### src/rtl/uart_tx_fifo.sv
// -----------------------------------------------------------------------------
// uart_tx_fifo
//
// Buffered 8N1-style UART transmitter. Result bytes are pushed into a small
// FIFO at system-clock rate; a frame shifter drains the FIFO and serialises
// each byte LSB-first onto TX, advancing one bit per uart_clk_pulse. Frames
// are sent back-to-back while the FIFO has data, so a burst of results leaves
// the link without idle gaps.
//
// Parameters
//   DATA_BITS   payload bits per frame
//   FIFO_DEPTH  FIFO entries (power of two, >= 2)
//   STOP_BITS   stop bits per frame (1 or 2)
//
// Ports
//   clki            system clock, all logic on the rising edge
//   rst             asynchronous active-high reset
//   uart_clk_pulse  single-cycle baud tick
//   data            byte to enqueue
//   wr_en           enqueue request, sampled every cycle
//   full            FIFO holds FIFO_DEPTH entries (registered)
//   empty           FIFO holds 0 entries (registered)
//   level           FIFO occupancy (registered)
//   overflow        sticky flag: a write was attempted while full
//   busy            shifter is inside a frame
//   TX              serial line, idles high
// -----------------------------------------------------------------------------
module uart_tx_fifo #(
  parameter int DATA_BITS  = 8,
  parameter int FIFO_DEPTH = 16,
  parameter int STOP_BITS  = 1
) (
  input  logic                          clki,
  input  logic                          rst,
  input  logic                          uart_clk_pulse,
  input  logic [DATA_BITS-1:0]          data,
  input  logic                          wr_en,
  output logic                          full,
  output logic                          empty,
  output logic [$clog2(FIFO_DEPTH):0]   level,
  output logic                          overflow,
  output logic                          busy,
  output logic                          TX
);

  localparam int PTR_W  = $clog2(FIFO_DEPTH);
  localparam int LVL_W  = PTR_W + 1;
  localparam int CNT_W  = $clog2(DATA_BITS + 1);
  localparam int STOP_W = 2;

  localparam logic [CNT_W-1:0]  LAST_BIT  = CNT_W'(DATA_BITS - 1);
  localparam logic [STOP_W-1:0] LAST_STOP = STOP_W'(STOP_BITS - 1);
  localparam logic [LVL_W-1:0]  DEPTH_LVL = LVL_W'(FIFO_DEPTH);

  typedef enum logic [1:0] {
    IDLE  = 2'd0,
    START = 2'd1,
    DATA  = 2'd2,
    STOP  = 2'd3
  } state_t;

  // ---------------------------------------------------------------------------
  // FIFO storage and bookkeeping
  // ---------------------------------------------------------------------------
  logic [DATA_BITS-1:0] mem_q [FIFO_DEPTH];

  logic [PTR_W-1:0] wr_ptr_q, wr_ptr_d;
  logic [PTR_W-1:0] rd_ptr_q, rd_ptr_d;
  logic [LVL_W-1:0] count_q,  count_d;
  logic             full_q,   full_d;
  logic             empty_q,  empty_d;
  logic             overflow_q, overflow_d;

  logic             push;
  logic             pop;
  logic [DATA_BITS-1:0] head;

  // ---------------------------------------------------------------------------
  // Shifter state
  // ---------------------------------------------------------------------------
  state_t               state_q, state_d;
  logic [DATA_BITS-1:0] sh_q, sh_d;
  logic [CNT_W-1:0]     bit_cnt_q, bit_cnt_d;
  logic [STOP_W-1:0]    stop_cnt_q, stop_cnt_d;
  logic                 tx_q, tx_d;

  // A write is accepted only against the registered full flag, so a write
  // to a full FIFO is dropped even when the shifter pops in the same cycle.
  assign push = wr_en & ~full_q;

  // Head of queue read straight from the array; it is only consumed when
  // empty_q is low, so a same-cycle write into an empty FIFO never reaches
  // the shifter before the following cycle.
  assign head = mem_q[rd_ptr_q];

  always_comb begin
    wr_ptr_d   = wr_ptr_q;
    rd_ptr_d   = rd_ptr_q;
    count_d    = count_q;
    overflow_d = overflow_q | (wr_en & full_q);

    if (push) begin
      wr_ptr_d = wr_ptr_q + PTR_W'(1);
    end
    if (pop) begin
      rd_ptr_d = rd_ptr_q + PTR_W'(1);
    end

    // Occupancy lives in its own counter; pointer difference alone cannot
    // tell full from empty once the pointers wrap.
    unique case ({push, pop})
      2'b10:   count_d = count_q + LVL_W'(1);
      2'b01:   count_d = count_q - LVL_W'(1);
      default: count_d = count_q;
    endcase

    full_d  = (count_d == DEPTH_LVL);
    empty_d = (count_d == '0);
  end

  // Storage has no reset so it can map onto distributed/block RAM.
  always_ff @(posedge clki) begin
    if (push) begin
      mem_q[wr_ptr_q] <= data;
    end
  end

  always_ff @(posedge clki or posedge rst) begin
    if (rst) begin
      wr_ptr_q   <= '0;
      rd_ptr_q   <= '0;
      count_q    <= '0;
      full_q     <= 1'b0;
      empty_q    <= 1'b1;
      overflow_q <= 1'b0;
    end else begin
      wr_ptr_q   <= wr_ptr_d;
      rd_ptr_q   <= rd_ptr_d;
      count_q    <= count_d;
      full_q     <= full_d;
      empty_q    <= empty_d;
      overflow_q <= overflow_d;
    end
  end

  // ---------------------------------------------------------------------------
  // Frame shifter: every transition is qualified by the baud tick, and TX is
  // a flop so the line changes exactly one cycle after the tick.
  // ---------------------------------------------------------------------------
  always_comb begin
    state_d    = state_q;
    sh_d       = sh_q;
    bit_cnt_d  = bit_cnt_q;
    stop_cnt_d = stop_cnt_q;
    tx_d       = tx_q;
    pop        = 1'b0;

    if (uart_clk_pulse) begin
      unique case (state_q)
        IDLE: begin
          if (!empty_q) begin
            pop       = 1'b1;
            sh_d      = head;
            bit_cnt_d = '0;
            tx_d      = 1'b0;
            state_d   = START;
          end else begin
            tx_d = 1'b1;
          end
        end

        START: begin
          // End of the start bit: present bit 0 and line up bit 1.
          tx_d    = sh_q[0];
          sh_d    = sh_q >> 1;
          state_d = DATA;
        end

        DATA: begin
          if (bit_cnt_q < LAST_BIT) begin
            bit_cnt_d = bit_cnt_q + CNT_W'(1);
            tx_d      = sh_q[0];
            sh_d      = sh_q >> 1;
          end else begin
            bit_cnt_d  = bit_cnt_q + CNT_W'(1);
            tx_d       = 1'b1;
            stop_cnt_d = '0;
            state_d    = STOP;
          end
        end

        STOP: begin
          if (stop_cnt_q < LAST_STOP) begin
            stop_cnt_d = stop_cnt_q + STOP_W'(1);
          end else if (!empty_q) begin
            // Next byte already waiting: go straight into its start bit so
            // consecutive frames have no idle bit between them.
            pop       = 1'b1;
            sh_d      = head;
            bit_cnt_d = '0;
            tx_d      = 1'b0;
            state_d   = START;
          end else begin
            tx_d    = 1'b1;
            state_d = IDLE;
          end
        end

        default: begin
          tx_d    = 1'b1;
          state_d = IDLE;
        end
      endcase
    end
  end

  always_ff @(posedge clki or posedge rst) begin
    if (rst) begin
      state_q    <= IDLE;
      sh_q       <= '0;
      bit_cnt_q  <= '0;
      stop_cnt_q <= '0;
      tx_q       <= 1'b1;
    end else begin
      state_q    <= state_d;
      sh_q       <= sh_d;
      bit_cnt_q  <= bit_cnt_d;
      stop_cnt_q <= stop_cnt_d;
      tx_q       <= tx_d;
    end
  end

  // ---------------------------------------------------------------------------
  // Outputs
  // ---------------------------------------------------------------------------
  assign full     = full_q;
  assign empty    = empty_q;
  assign level    = count_q;
  assign overflow = overflow_q;
  assign busy     = (state_q != IDLE);
  assign TX       = tx_q;

endmodule

### config.mk
export PLATFORM = sky130hd
export DESIGN_NAME = uart_tx_fifo
export DESIGN_NICKNAME = d
export VERILOG_FILES = /design/src/rtl/uart_tx_fifo.sv
export SDC_FILE = /design/constraint.sdc
export NUM_CORES = 1
export LEC_CHECK = 0
export CAP_MARGIN = 5
export CELL_PAD_IN_SITES_DETAIL_PLACEMENT = 0
export CELL_PAD_IN_SITES_GLOBAL_PLACEMENT = 1
export CORE_ASPECT_RATIO = 1.2
export CORE_MARGIN = 2
export CORE_UTILIZATION = 57
export CTS_CLUSTER_SIZE = 25
export DETAILED_ROUTE_END_ITERATION = 16
export HOLD_SLACK_MARGIN = 0.02
export PLACE_DENSITY = 0.81
export SETUP_SLACK_MARGIN = 0.2
export SYNTH_ARGS = -nofsm -noshare
export SYNTH_HDL_FRONTEND = slang
export SYNTH_SLANG_ARGS = --single-unit
### constraint.sdc
create_clock -name clki -period 5 [get_ports clki]
set_input_delay 1 -clock clki [delete_from_list [all_inputs] [get_ports clki]]
set_output_delay 1 -clock clki [all_outputs]
set_load 0.01 [all_outputs]
==> flow_summary.yaml, run 1 <==
setup_path:
  required_ps: 5320
  crit_chain: "inv_1 > ha_1 > nor3b_4 > nand2_4 > xnor2_1 > ha_1 > nor2b_1 > a32o_1 > a21oi_1 > o32ai_1 > a2111oi_2"
  cp-end-kind: "flip-flop"
  crit_top_cell: "ha_1"
  critPathMaxStageDelay_ps: 630
  critPathKind: "flip-flop to flip-flop"
  critPathMaxFanout: 23
  critPathTopFamily: "compound AO/OA/AOI/OAI gates"
  critPathLaunchType: "flip-flop"
  critPathSlowestCell: "ha_1"
  critical_path_buf_inv_count: 1
  r2r_setup_slack_ps: 1360
  critPathArrivalTime_ps: 3960
sta:
  slew_violations: 0
  setup_slack_ps: 1361
  tightest_slew_ps: 1142
  slew-limit-headroom_pct: 23.86
  finalCritPeriodShare_pct: 72.79
  hold_violations: 0
  clock_skew_ps: 10.66
  max_freq_ghz: 0.2748
  setup_viol: 0
  final.min_clock_period_ps: 3639
  rsz0062_at_grt: "false"
  setup_tns_ps: 0
finish:
  fin_nets: 437
  diodes: 0
  n_fill_cell: 818
  finish.utilization_pct: 65.96
  drive_gt1_share_pct: 17.65
  final_cell_area_um2: 7559
  area_growth_pct: 13.36
grt:
  grtUsageMet1_pct: 28.90
  busiest_layer: "met2"
  use_met2_pct: 33.62
  grtUsageTotal_pct: 21.20
  grt_pass1_wl_um: 18750
  grt_max_degree: 32
  antenna_found_initial: 0
  overflow: 0
  grt_pass1_vias: 3429
  grtUsageMet3_pct: 5.353
placed_design:
  place_ws_ps: 966.7
  place_congestion: 0.8231
  place_hpwl_um: 7793
  post_dp_cell_area_um2: 6989
  port-buffer-count: 21
drt:
  wirelength_um: 12120
  drt_pass1_iterations: 4
  post-route-drc-count: 0
  vias: 3423
  vias_per_cell: 5.881
  drt_iter0_drc: 241
  ant_nets: 0
  wl_per_cell_um: 20.82
cts:
  clock_sinks: 159
  cts_resized: 0
  numCtsBuffers: 17
  cts.path.max_buffers: 2
  clock_latency_ps: 420
  clkTransAtPathRegs_ps: 60
  holdBufCountCts: 0
  post_cts_buffers: 0
  cts-root-buf: "clkbuf_16"
  htreeDepth: 4
  cts_tree: "done"
logic_synthesis:
  synthFlopType: "edfxtp_1"
  netlist_area_um2: 6668
  ys_seq_area_share_pct: 69.32
  syn_inst: 388
  synth_cell_types: 50
  synth_top_area_share_pct: 57.65
  synth_area_leaders: "edfxtp_1 (58%), mux4_2 (11%), dfrtp_1 (11%), ha_1 (2.4%), a21oi_1 (2.0%)"
  synthTopCellsByCount: "edfxtp_1 (128), mux4_2 (33), dfrtp_1 (29), a21oi_1 (26), and2_1 (17)"
  yosysMostFrequentCell: "edfxtp_1"
  synth-edff-count: 128
  syn_area_per_cell_um2: 17.18
  yosysTopAreaCell: "edfxtp_1"
  async_flop_share_pct: 19.50
  yosysWarnings: 0
  yosys_register_bits: 159
  synthesis.nets: 413
pwr:
  p_leak_uw: 0.002604
  power_density_nw_per_um2: 611.0
  ir_drop_uv: 344.6
floorplanning:
  pin_count: 22
  die_y_um: 122.5
  core_um2: 11460
  fp-row-count: 43
  start_util_pct: 58.18
  die_area_um2: 12580
  die_w_um: 102.7
outcome:
  status: "finished clean"
run:
  drv_cap: 0
worst_hold_path:
  hold_class: "flip-flop to flip-flop"
==> metrics by stage <==
step / hold WS (ps) / power, µW / instances
CTS: 463.9 / 4661 / 582
detailed placement: 446.3 / 3416 / 550
finish: 456.7 / 4618 / 582
floorplan: 484.3 / 3016 / 388
global placement: 441.2 / 3370 / 550
global route: 480.7 / 4861 / 582
==> report_power, final <==
group	total (µW)	internal, µW	switching (µW)
Clock	1240	738	503
Combinational	1460	717	742
Sequential	1920	1670	244
Total	4620	3130	1490
==> area by class of cell <==
class	instances	area [µm²]	area share (%)
multi-input cells	196	1884	24.93
repair buffers	24	232.7	3.079
clock buffers	20	436.7	5.777
inverters	14	52.55	0.6952
flip-flops and latches	159	4623	61.17
well taps	157	196.4	2.599
clock inverters	12	132.6	1.755
==> cells in the final DEF, fill, tap and decap left out, types with 2 or more instances in the layout <==
master,n
mux4_2,33
clkinv_4,2
o32ai_1,2
edfxtp_1,128
clkdlybuf4s50_1,21
inv_6,4
xor2_1,3
a21oi_1,26
clkinv_1,2
clkbuf_16,17
clkbuf_1,3
nand3_1,2
buf_4,3
nor2b_1,4
a2111oi_2,2
xnor2_1,8
bufinv_16,2
dfrtp_1,28
o21a_1,4
a22oi_1,15
mux2_2,2
nand4_1,2
dfstp_2,2
ha_1,13
o21ai_0,10
a22o_1,2
inv_1,14
nor3_1,3
nand2_1,11
and2_1,17
a32o_1,2
nor2_1,15
==> registers in the layout, indices dropped and copies added, names as in the netlist, 2 cells and up <==
signal	flops
state_q	2
sh_q	8
wr_ptr_q	4
mem_q	128
bit_cnt_q	4
rd_ptr_q	4
level	5
==> metal layers <==
metal | vias up | routed length [µm]
met3 | 18 | 438
met1 | 1760 | 5212
li1 | 1572 | -
met5 | - | 0
met4 | 0 | 194
met2 | 73 | 6272
==> path summary, 6_finish.rpt <==
| kind | depth (start not counted) | startpoint | end |
|---|---|---|---|
| min in group asynchronous | 3 | rst | level[3]$_DFF_PP0_ |
| max in group asynchronous | 3 | rst | TX$_DFFE_PP1P_ |
| min reg2reg | 1 | overflow$_DFF_PP0_ | overflow$_DFF_PP0_ |
| min | 1 | overflow$_DFF_PP0_ | overflow$_DFF_PP0_ |
| max reg2reg | 11 | state_q[0]$_DFFE_PP0P_ | empty$_DFF_PP1_ |
| max | 11 | state_q[0]$_DFFE_PP0P_ | empty$_DFF_PP1_ |
==> logic make-up after synthesis <==
logic type	share of synthesized area [%]
AO/OA/AOI/OAI	7.000
XOR/XNOR	1.802
adder cells (fa/ha/maj)	2.440
buffers and inverters	2.420
flip-flops	69.32
multiplexers	11.63
AND/OR/NAND/NOR	5.386
Note: power is estimated with default switching activity, not from simulation.
==> inputs of run 2 (changes only) <==
--- a/config.mk
+++ b/config.mk
@@ -10,11 +10,11 @@
 export CELL_PAD_IN_SITES_GLOBAL_PLACEMENT = 1
 export CORE_ASPECT_RATIO = 1.2
 export CORE_MARGIN = 2
-export CORE_UTILIZATION = 57
+export CORE_UTILIZATION = 53
 export CTS_CLUSTER_SIZE = 25
 export DETAILED_ROUTE_END_ITERATION = 16
 export HOLD_SLACK_MARGIN = 0.02
-export PLACE_DENSITY = 0.81
+export PLACE_DENSITY = 0.76
 export SETUP_SLACK_MARGIN = 0.2
 export SYNTH_ARGS = -nofsm -noshare
 export SYNTH_HDL_FRONTEND = slang
==> constraint.sdc (replaced) <==
create_clock -name clki -period 3.6 [get_ports clki]
set_input_delay 0.72 -clock clki [delete_from_list [all_inputs] [get_ports clki]]
set_output_delay 0.72 -clock clki [all_outputs]
set_load 0.01 [all_outputs]
==> flow_summary.yaml, run 2 (synthesized netlist as in run 1, its figures left out) <==
drt:
  ant_nets: 0
  post-route-drc-count: 0
  vias_per_cell: 5.764
  drt_iter0_drc: 306
  wl_per_cell_um: 20.30
  vias: 3395
  wirelength_um: 11950
  drt_pass1_iterations: 4
sta:
  clock_skew_ps: 8.848
  final.min_clock_period_ps: 3048
  slew-limit-headroom_pct: 38.83
  setup_tns_ps: 0
  hold_violations: 0
  finalCritPeriodShare_pct: 84.67
  max_freq_ghz: 0.3281
  tightest_slew_ps: 917.5
  slew_violations: 0
  whs_ps: 459.3
  setup_viol: 0
  rsz0062_at_grt: "false"
worst_hold_path:
  worstHoldStart: "overflow$_DFF_PP0_"
  hold_class: "flip-flop to flip-flop"
  whs_path_depth: 1
  holdPathEnd: "overflow$_DFF_PP0_"
placed_design:
  port-buffer-count: 21
  post_dp_cell_area_um2: 7037
  place_hpwl_um: 7796
  place_congestion: 0.7821
setup_path:
  critPathMaxFanout: 5
  reg2reg_to: "full$_DFF_PP0_"
  required_ps: 3900
  crit_cells: 10
  critical_path_buf_inv_count: 1
  setup.worst_path.start: "uart_clk_pulse"
  critPathLaunchType: "input port"
  rr_worst_depth: 11
  critPathArrivalTime_ps: 3350
  crit_chain: "clkdlybuf4s50_1 > nor3b_4 > nand2_4 > xnor2_1 > ha_1 > nor2b_1 > a32o_1 > a21oi_1 > o32ai_1 > a2111oi_2"
  r2r_setup_slack_ps: 570
  critPathSlowestCell: "clkdlybuf4s50_1"
  rr_startpoint: "state_q[0]$_DFFE_PP0P_"
  critPathMaxStageDelay_ps: 550
  critPathTopFamily: "compound AO/OA/AOI/OAI gates"
  cp-end-kind: "flip-flop"
  critPathKind: "input port to flip-flop"
pwr:
  swShare_pct: 32.36
  ir_drop_uv: 490.7
  combPwrFrac_pct: 32.1
  power_density_nw_per_um2: 852.3
  seq_power_share_pct: 40.8
  p_leak_uw: 0.002637
  p_switching_uw: 2102
  p_int_uw: 4393
  p_clk_share_pct: 27.0
  p_total_uw: 6495
grt:
  use_met2_pct: 29.79
  grtUsageTotal_pct: 19.58
  grtUsageMet3_pct: 4.985
  grt_max_degree: 23
  busiest_layer: "met2"
  antenna_found_initial: 0
  overflow: 0
  grtUsageMet1_pct: 27.79
  grt_pass1_wl_um: 19350
  grt_pass1_vias: 3539
cts:
  numCtsBuffers: 17
  clock_latency_ps: 410
  cts-root-buf: "clkbuf_16"
  holdBufCountCts: 0
  cts_resized: 0
  htreeDepth: 4
  clkTransAtPathRegs_ps: 60
  post_cts_buffers: 0
  clock_sinks: 159
  cts_tree: "done"
  cts.path.max_buffers: 2
run:
  drv_cap: 0
floorplanning:
  die_w_um: 106.4
  start_util_pct: 54.80
  die_area_um2: 13500
  core_um2: 12170
  pin_count: 22
  fp-row-count: 44
  die_y_um: 126.9
finish:
  final_cell_mix: "edfxtp_1 (128), mux4_2 (33), dfrtp_1 (28)"
  drive_gt1_share_pct: 19.16
  regMostFlops: "mem_q"
  layout_commonest_cell: "edfxtp_1"
  diodes: 0
  n_fill_cell: 887
  largest_reg_flops: 128
  final_cell_area_um2: 7620
  fin_nets: 441
  area_growth_pct: 14.28
outcome:
  status: "finished clean"
[run 2: per-layer routing]
layer / wire [µm] / vias to the layer above
met3: 615 / 6
li1: - / 1576
met2: 5929 / 80
met5: 0 / -
met1: 5272 / 1733
met4: 137 / 0
[run 2: power groups by stage]
stage	Sequential (µW)	Combinational [µW]	Clock (µW)
3_5_place_dp	2690	2100	0
3_3_place_gp	2680	2070	0
4_1_cts	2660	2110	1780
6_report	2650	2090	1760
2_1_floorplan	2520	1670	0
5_1_grt	2720	2290	1850
[run 2: cell type report]
cell class | instances | area, µm² | share of cell area, %
clock buffer | 18 | 429.2 | 5.632
clock inverter | 13 | 153.9 | 2.020
inverter | 14 | 52.55 | 0.6897
multi-input combinational | 196 | 1884 | 24.73
sequential | 159 | 4623 | 60.67
tap | 161 | 201.4 | 2.644
timing repair buffer | 28 | 275.3 | 3.612
[run 2: per-stage QoR]
step | setup slack [ps] | instances | util [%]
final | 551.8 | 589 | 62.63
after global routing | 282.8 | 589 | 62.63
after CTS | 547.6 | 589 | 62.63
after detailed placement | 158.0 | 558 | 57.84
after global placement | 239.8 | 558 | 57.84
after floorplan | 700.8 | 388 | -
[run 2: worst max path at each step]
stage | endpoint | slack [ps]
floorplan | empty$_DFF_PP1_ | 700
global route | empty$_DFF_PP1_ | 280
global placement | empty$_DFF_PP1_ | 240
finish | full$_DFF_PP0_ | 550
detailed placement | empty$_DFF_PP1_ | 160
CTS | full$_DFF_PP0_ | 550
==> edit 1, RTL diff (flow settings as in run 2) <==
Re-encode `state_t` (4 states) as one-hot, 4 bits wide.
--- a/src/rtl/uart_tx_fifo.sv
+++ b/src/rtl/uart_tx_fifo.sv
@@ -52,11 +52,11 @@
   localparam logic [STOP_W-1:0] LAST_STOP = STOP_W'(STOP_BITS - 1);
   localparam logic [LVL_W-1:0]  DEPTH_LVL = LVL_W'(FIFO_DEPTH);
 
-  typedef enum logic [1:0] {
-    IDLE  = 2'd0,
-    START = 2'd1,
-    DATA  = 2'd2,
-    STOP  = 2'd3
+  typedef enum logic [3:0] {
+    IDLE  = 4'b0001,
+    START = 4'b0010,
+    DATA  = 4'b0100,
+    STOP  = 4'b1000
   } state_t;
 
   // ---------------------------------------------------------------------------
Behaviour: no difference found for any inputs over 10 cycles, from zero or initial values and one cycle with rst high; not proved beyond that.
==> edit 1 against run 2 <==
Synthesized area up 4.1%; core utilization is 0.40 points lower; cell count is 6.1% higher; cell area increased by 3.9%; sequential share of layout area decreased by 1.6 points; count of clock-buffer cells in the layout unchanged; total power down 0.22%; sequential cell count up 2; setup slack lost 57 ps; die area grew 4.0%; wire length increased by 12%; register-to-register slack improved by 40 ps; largest cell class unchanged.
==> edit 1: results (changes against run 2) <==
Worst setup path
  • Slowest CP cell: or4_4
  • CP Capture Type: register
  • Crit path arrival time: 3450 ps (+100 ps)
  • End of the worst register-to-register path: full$_DFF_PP0_
  • R2R depth: 9 (-2)
  • Worst path max stage delay: 540 ps
  • RR Startpoint: state_q[2]$_DFFE_PP0P_
  • CP max FO: 4 (-1)
  • Crit. Startpoint: uart_clk_pulse
  • Reg2Reg Setup Slack: 610 ps (+40 ps)

Drt
  • Via count: 3687 (+8.6%)
  • DR iter-0 viols: 292 (-4.6%)
  • Vias per cell: 5.899 (+2.3%)
  • Drt first pass iters: 4 (unchanged)
  • DR WL/cell: 21.48 um (+5.8%)

Power
  • Leakage power: 2.771 nW (+5.1%)
  • Cell Int Power: 4.393 mW (about the same)
  • Peak supply drop: 0.3869 mV (-21%)

Global route
  • Global-route wire length before repair: 21.31 mm (+10%)
  • Vias in the first global route: 3805 (+7.5%)
  • Antenna violations before repair: 0 (unchanged)
  • GRT Overall Usage: 0.2123 (+0.01645)
  • Largest net degree at the start of global routing: 48 (+110%)

CTS
  • Total CTS buffers: 17 (unchanged)
  • Clk slew on worst S/H paths: 60 ps (about the same)
  • Skew-Pair Late Insertion Delay: 430 ps (+20 ps)
  • H-tree levels: 4 (unchanged)
  • CTS max path bufs: 2 (unchanged)

Yosys
  • Synth async-reset ratio: 0.2050 (+0.01000)
  • Average instance area after synthesis: 16.69 um2 (-2.9%)
  • XOR/XNOR Fraction of Synth Area: 0.01964 (+0.001625)
  • Synthesized Nets: 436 (+5.6%)
  • Largest cells by area after synthesis: edfxtp_1 55%, dfrtp_1 11%, mux4_2 7.1%, mux2_2 3.1%, mux2i_1 2.0%
  • Sequential share of the synthesized area: 0.6730 (-0.02022)
  • Multiplexer share of the synthesized area: 0.1223 (+0.005998)
  • Adder-cell area share of the yosys netlist: 0.01441 (-0.009980)
  • Post-synthesis compound-gate area fraction: 0.07784 (+0.007843)
  • Synthesis Warnings: 0 (unchanged)
  • EDFF count, synth: 128 (unchanged)
  • Yosys cell types: 64 (+28%)
  • Synth cell count leaders: 128 x edfxtp_1, 30 x dfrtp_1, 22 x mux4_2, 22 x nand2_1, 19 x mux2_2

Outcome
  • Status: finished clean

Finish
  • Fraction of layout cells with a size suffix above 1: 0.2278 (+0.03618)
  • Top reg by flops: mem_q
  • Antenna diodes: 0 (unchanged)
  • Flip-flop count of the largest register after layout: 128 (unchanged)
  • Final net count: 468 (+6.1%)
  • Filler cells: 953 (+7.4%)

Placed design
  • Dpl hpwl: 8.839 mm (+13%)
  • Placed inst area: 7340 um2 (+4.3%)
  • # placed instances: 592 (+6.1%)
  • RePlAce Congestion: 0.9043 (+16%)

Hold path
  • HP Class: register to register

STA
  • Least-Margin Pin Slew: 956.8 ps (+39.22 ps)
  • Worst clock skew: 4.018 ps (-4.830 ps)
[edit 1: worst min path at each step]
stage                        startpoint            endpoint  slack (ps)  cells after the start
finish               overflow$_DFF_PP0_  overflow$_DFF_PP0_         480                      1
CTS                  overflow$_DFF_PP0_  overflow$_DFF_PP0_         470                      1
detailed placement   overflow$_DFF_PP0_  overflow$_DFF_PP0_         460                      1
global route         overflow$_DFF_PP0_  overflow$_DFF_PP0_         480                      1
global placement     overflow$_DFF_PP0_  overflow$_DFF_PP0_         450                      1
floorplan           sh_q[0]$_DFFE_PP0P_      TX$_DFFE_PP1P_         470                      2
[edit 1: area by class of cell]
class,instances,area [um2],share of cell area
sequential,161,4674,0.5903
multi-input combinational,226,2127,0.2686
clock buffer,18,429.2,0.05420
timing repair buffer,32,305.3,0.03855
tap,164,205.2,0.02591
clock inverter,14,140.1,0.01770
inverter,10,37.54,0.004740
[edit 1: worst max-delay path, delay by kind of cell]
kind | cells | cell delay, ps
XOR/XNOR | 1 | 180
AO/OA/AOI/OAI | 4 | 620
adder cells (fa/ha/maj) | 1 | 230
AND/OR/NAND/NOR | 3 | 1220
buffers and inverters | 1 | 470
[edit 1: metal layers]
metal | wire length, um | track usage | vias up
met5 | 0 | 0 | -
met4 | 218 | 0.07541 | 0
met3 | 672 | 0.04074 | 15
met2 | 7087 | 0.3676 | 85
met1 | 5446 | 0.2676 | 1887
li1 | - | - | 1700
[edit 1: power groups by stage]
stage               clock (mW)  sequential [mW]  combinational [mW]
global placement             0             2.69                2.04
floorplan                    0             2.54                1.61
finish                    1.73             2.67                2.08
CTS                       1.76             2.68                2.09
detailed placement           0             2.71                2.08
global route              1.82             2.72                2.27
[edit 1: kinds of logic (layout without fill, tap and decap cells)]
family	count (synthesis)	in the layout
AO/OA/AOI/OAI	71	71
flip-flops	161	161
XOR/XNOR	13	13
multiplexers	55	55
adder cells (fa/ha/maj)	8	8
AND/OR/NAND/NOR	79	79
buffers and inverters	29	74
[edit 1: metrics by stage]
stage               setup slack, ps  hold slack (ps)  utilization
global placement             -15.38            446.2       0.5768
CTS                           390.9            473.6       0.6215
global route                  331.1            484.2       0.6223
detailed placement           -53.09            459.4       0.5768
floorplan                     332.1            465.8            -
finish                        494.7            477.2       0.6223
[edit 1: timing repair]
| action | 4_1_cts | 5_1_grt |
|---|---|---|
| buffers inserted | 0 | 1 |
| hold buffers | 0 | 0 |
| resized for setup | 0 | 1 |
| endpoints found under the setup margin | 0 | 1 |
| endpoints found under the hold margin | 0 | 0 |
==> edit 2, RTL diff (flow settings as in run 2) <==
Without the edit above. The parameter `FIFO_DEPTH` goes from 16 to 8.
--- a/src/rtl/uart_tx_fifo.sv
+++ b/src/rtl/uart_tx_fifo.sv
@@ -27,7 +27,7 @@
 // -----------------------------------------------------------------------------
 module uart_tx_fifo #(
   parameter int DATA_BITS  = 8,
-  parameter int FIFO_DEPTH = 16,
+  parameter int FIFO_DEPTH = 8,
   parameter int STOP_BITS  = 1
 ) (
   input  logic                          clki,
Ports: changed (resized level); port bits go from 22 to 21. The function was not compared with the original's and may differ.
==> edit 2 against run 2 <==
Total power is 45% lower; critical path type is now register to register; setup slack better by 94 ps; cell area fell by 41%; sequential cell count decreased by 67; count of clock-buffer cells in the layout fell by 6; critical endpoint unchanged; global-route usage is 0.13 points lower; synthesized area shrank 41%; wire length is 42% lower.
==> edit 2: results (changes against run 2) <==
Outcome
  • Status: finished clean

Global route
  • Vias in the first global route: 2248 (-36%)
  • Largest net degree at the start of global routing: 21 (-8.7%)
  • GRT Overall Usage: 0.1946 (-0.001276)

Yosys
  • Mapped Cells: 251 (-35%)
  • Yosys cell types: 41 (-18%)
  • Synth cell count leaders: 64 x edfxtp_1, 26 x dfrtp_1, 24 x nand2_1
  • Synth async-reset ratio: 0.3043 (+0.1094)
  • Sequential share of the synthesized area: 0.6696 (-0.02354)
  • EDFF count, synth: 64 (-50%)

Power
  • Peak supply drop: 0.3815 mV (-22%)
  • Leakage power: 1.649 nW (-37%)
  • Switching component of the power: 1.221 mW (-42%)
  • Seq pwr share: 0.468 (+0.060)

Placed design
  • RePlAce Congestion: 0.7995 (+2.2%)
  • Placement Setup Slack: 354.3 ps (+196.2 ps)
  • Buffers on Ports: 20 (-4.8%)
  • Dpl hpwl: 4.757 mm (-39%)
  • Placed inst area: 4290 um2 (-39%)

CTS
  • Total CTS buffers: 9 (-8)
  • H-tree levels: 3 (-1)

Drt
  • Routed met1 length: 2.787 mm (-47%)
  • WL final: 6.908 mm (-42%)
  • DR WL/cell: 18.13 um (-11%)
  • Via count: 2143 (-37%)
  • DR iter-0 viols: 78 (-75%)

Finish
  • Seq. cell area: 2625 um2 (-43%)
  • Final net count: 308 (-30%)

Worst setup path
  • CP Class: register to register
  • R2R depth: 10 (-1)
  • Crit path arrival time: 3190 ps (-160 ps)
  • CP max FO: 11 (+6)
  • Top delay family on crit path: simple AND/OR/NAND/NOR gates
  • Reg2Reg Setup Slack: 650 ps (+80 ps)

STA
  • Normalized max-slew margin: 0.4776 (+0.08932)
  • Max Fclk: 0.3385 GHz (+3.2%)
edit 2: changes by cell type in the layout (fill, tap and decap cells not counted), sizes merged, moves of 4 or more:
cell / before / now
a21oi: 26 / 5
a22oi: 15 / 5
and2: 18 / 1
buf: 7 / 13
clkbuf: 18 / 12
edfxtp: 128 / 64
inv: 19 / 9
mux2i: 1 / 9
mux4: 33 / 16
nand2: 12 / 24
nand2b: 1 / 6
nor2: 15 / 10
o21a: 4 / 0
edit 2: layout make-up:
cell class / instances / share of cell area
tap: 90 / 0.02520
timing repair buffer: 33 / 0.06663
sequential: 92 / 0.5873
clock buffer: 12 / 0.03247
clock inverter: 4 / 0.007559
inverter: 8 / 0.006999
multi-input combinational: 142 / 0.2738
edit 2: cell families after synthesis:
family / count (synthesis) / share of synthesized area
mux: 29 / 0.1264
flops: 92 / 0.6696
buf+inv: 17 / 0.01819
simple gates: 59 / 0.07246
compound gates: 37 / 0.06384
fa+ha+maj: 10 / 0.03192
xor+xnor: 7 / 0.01756
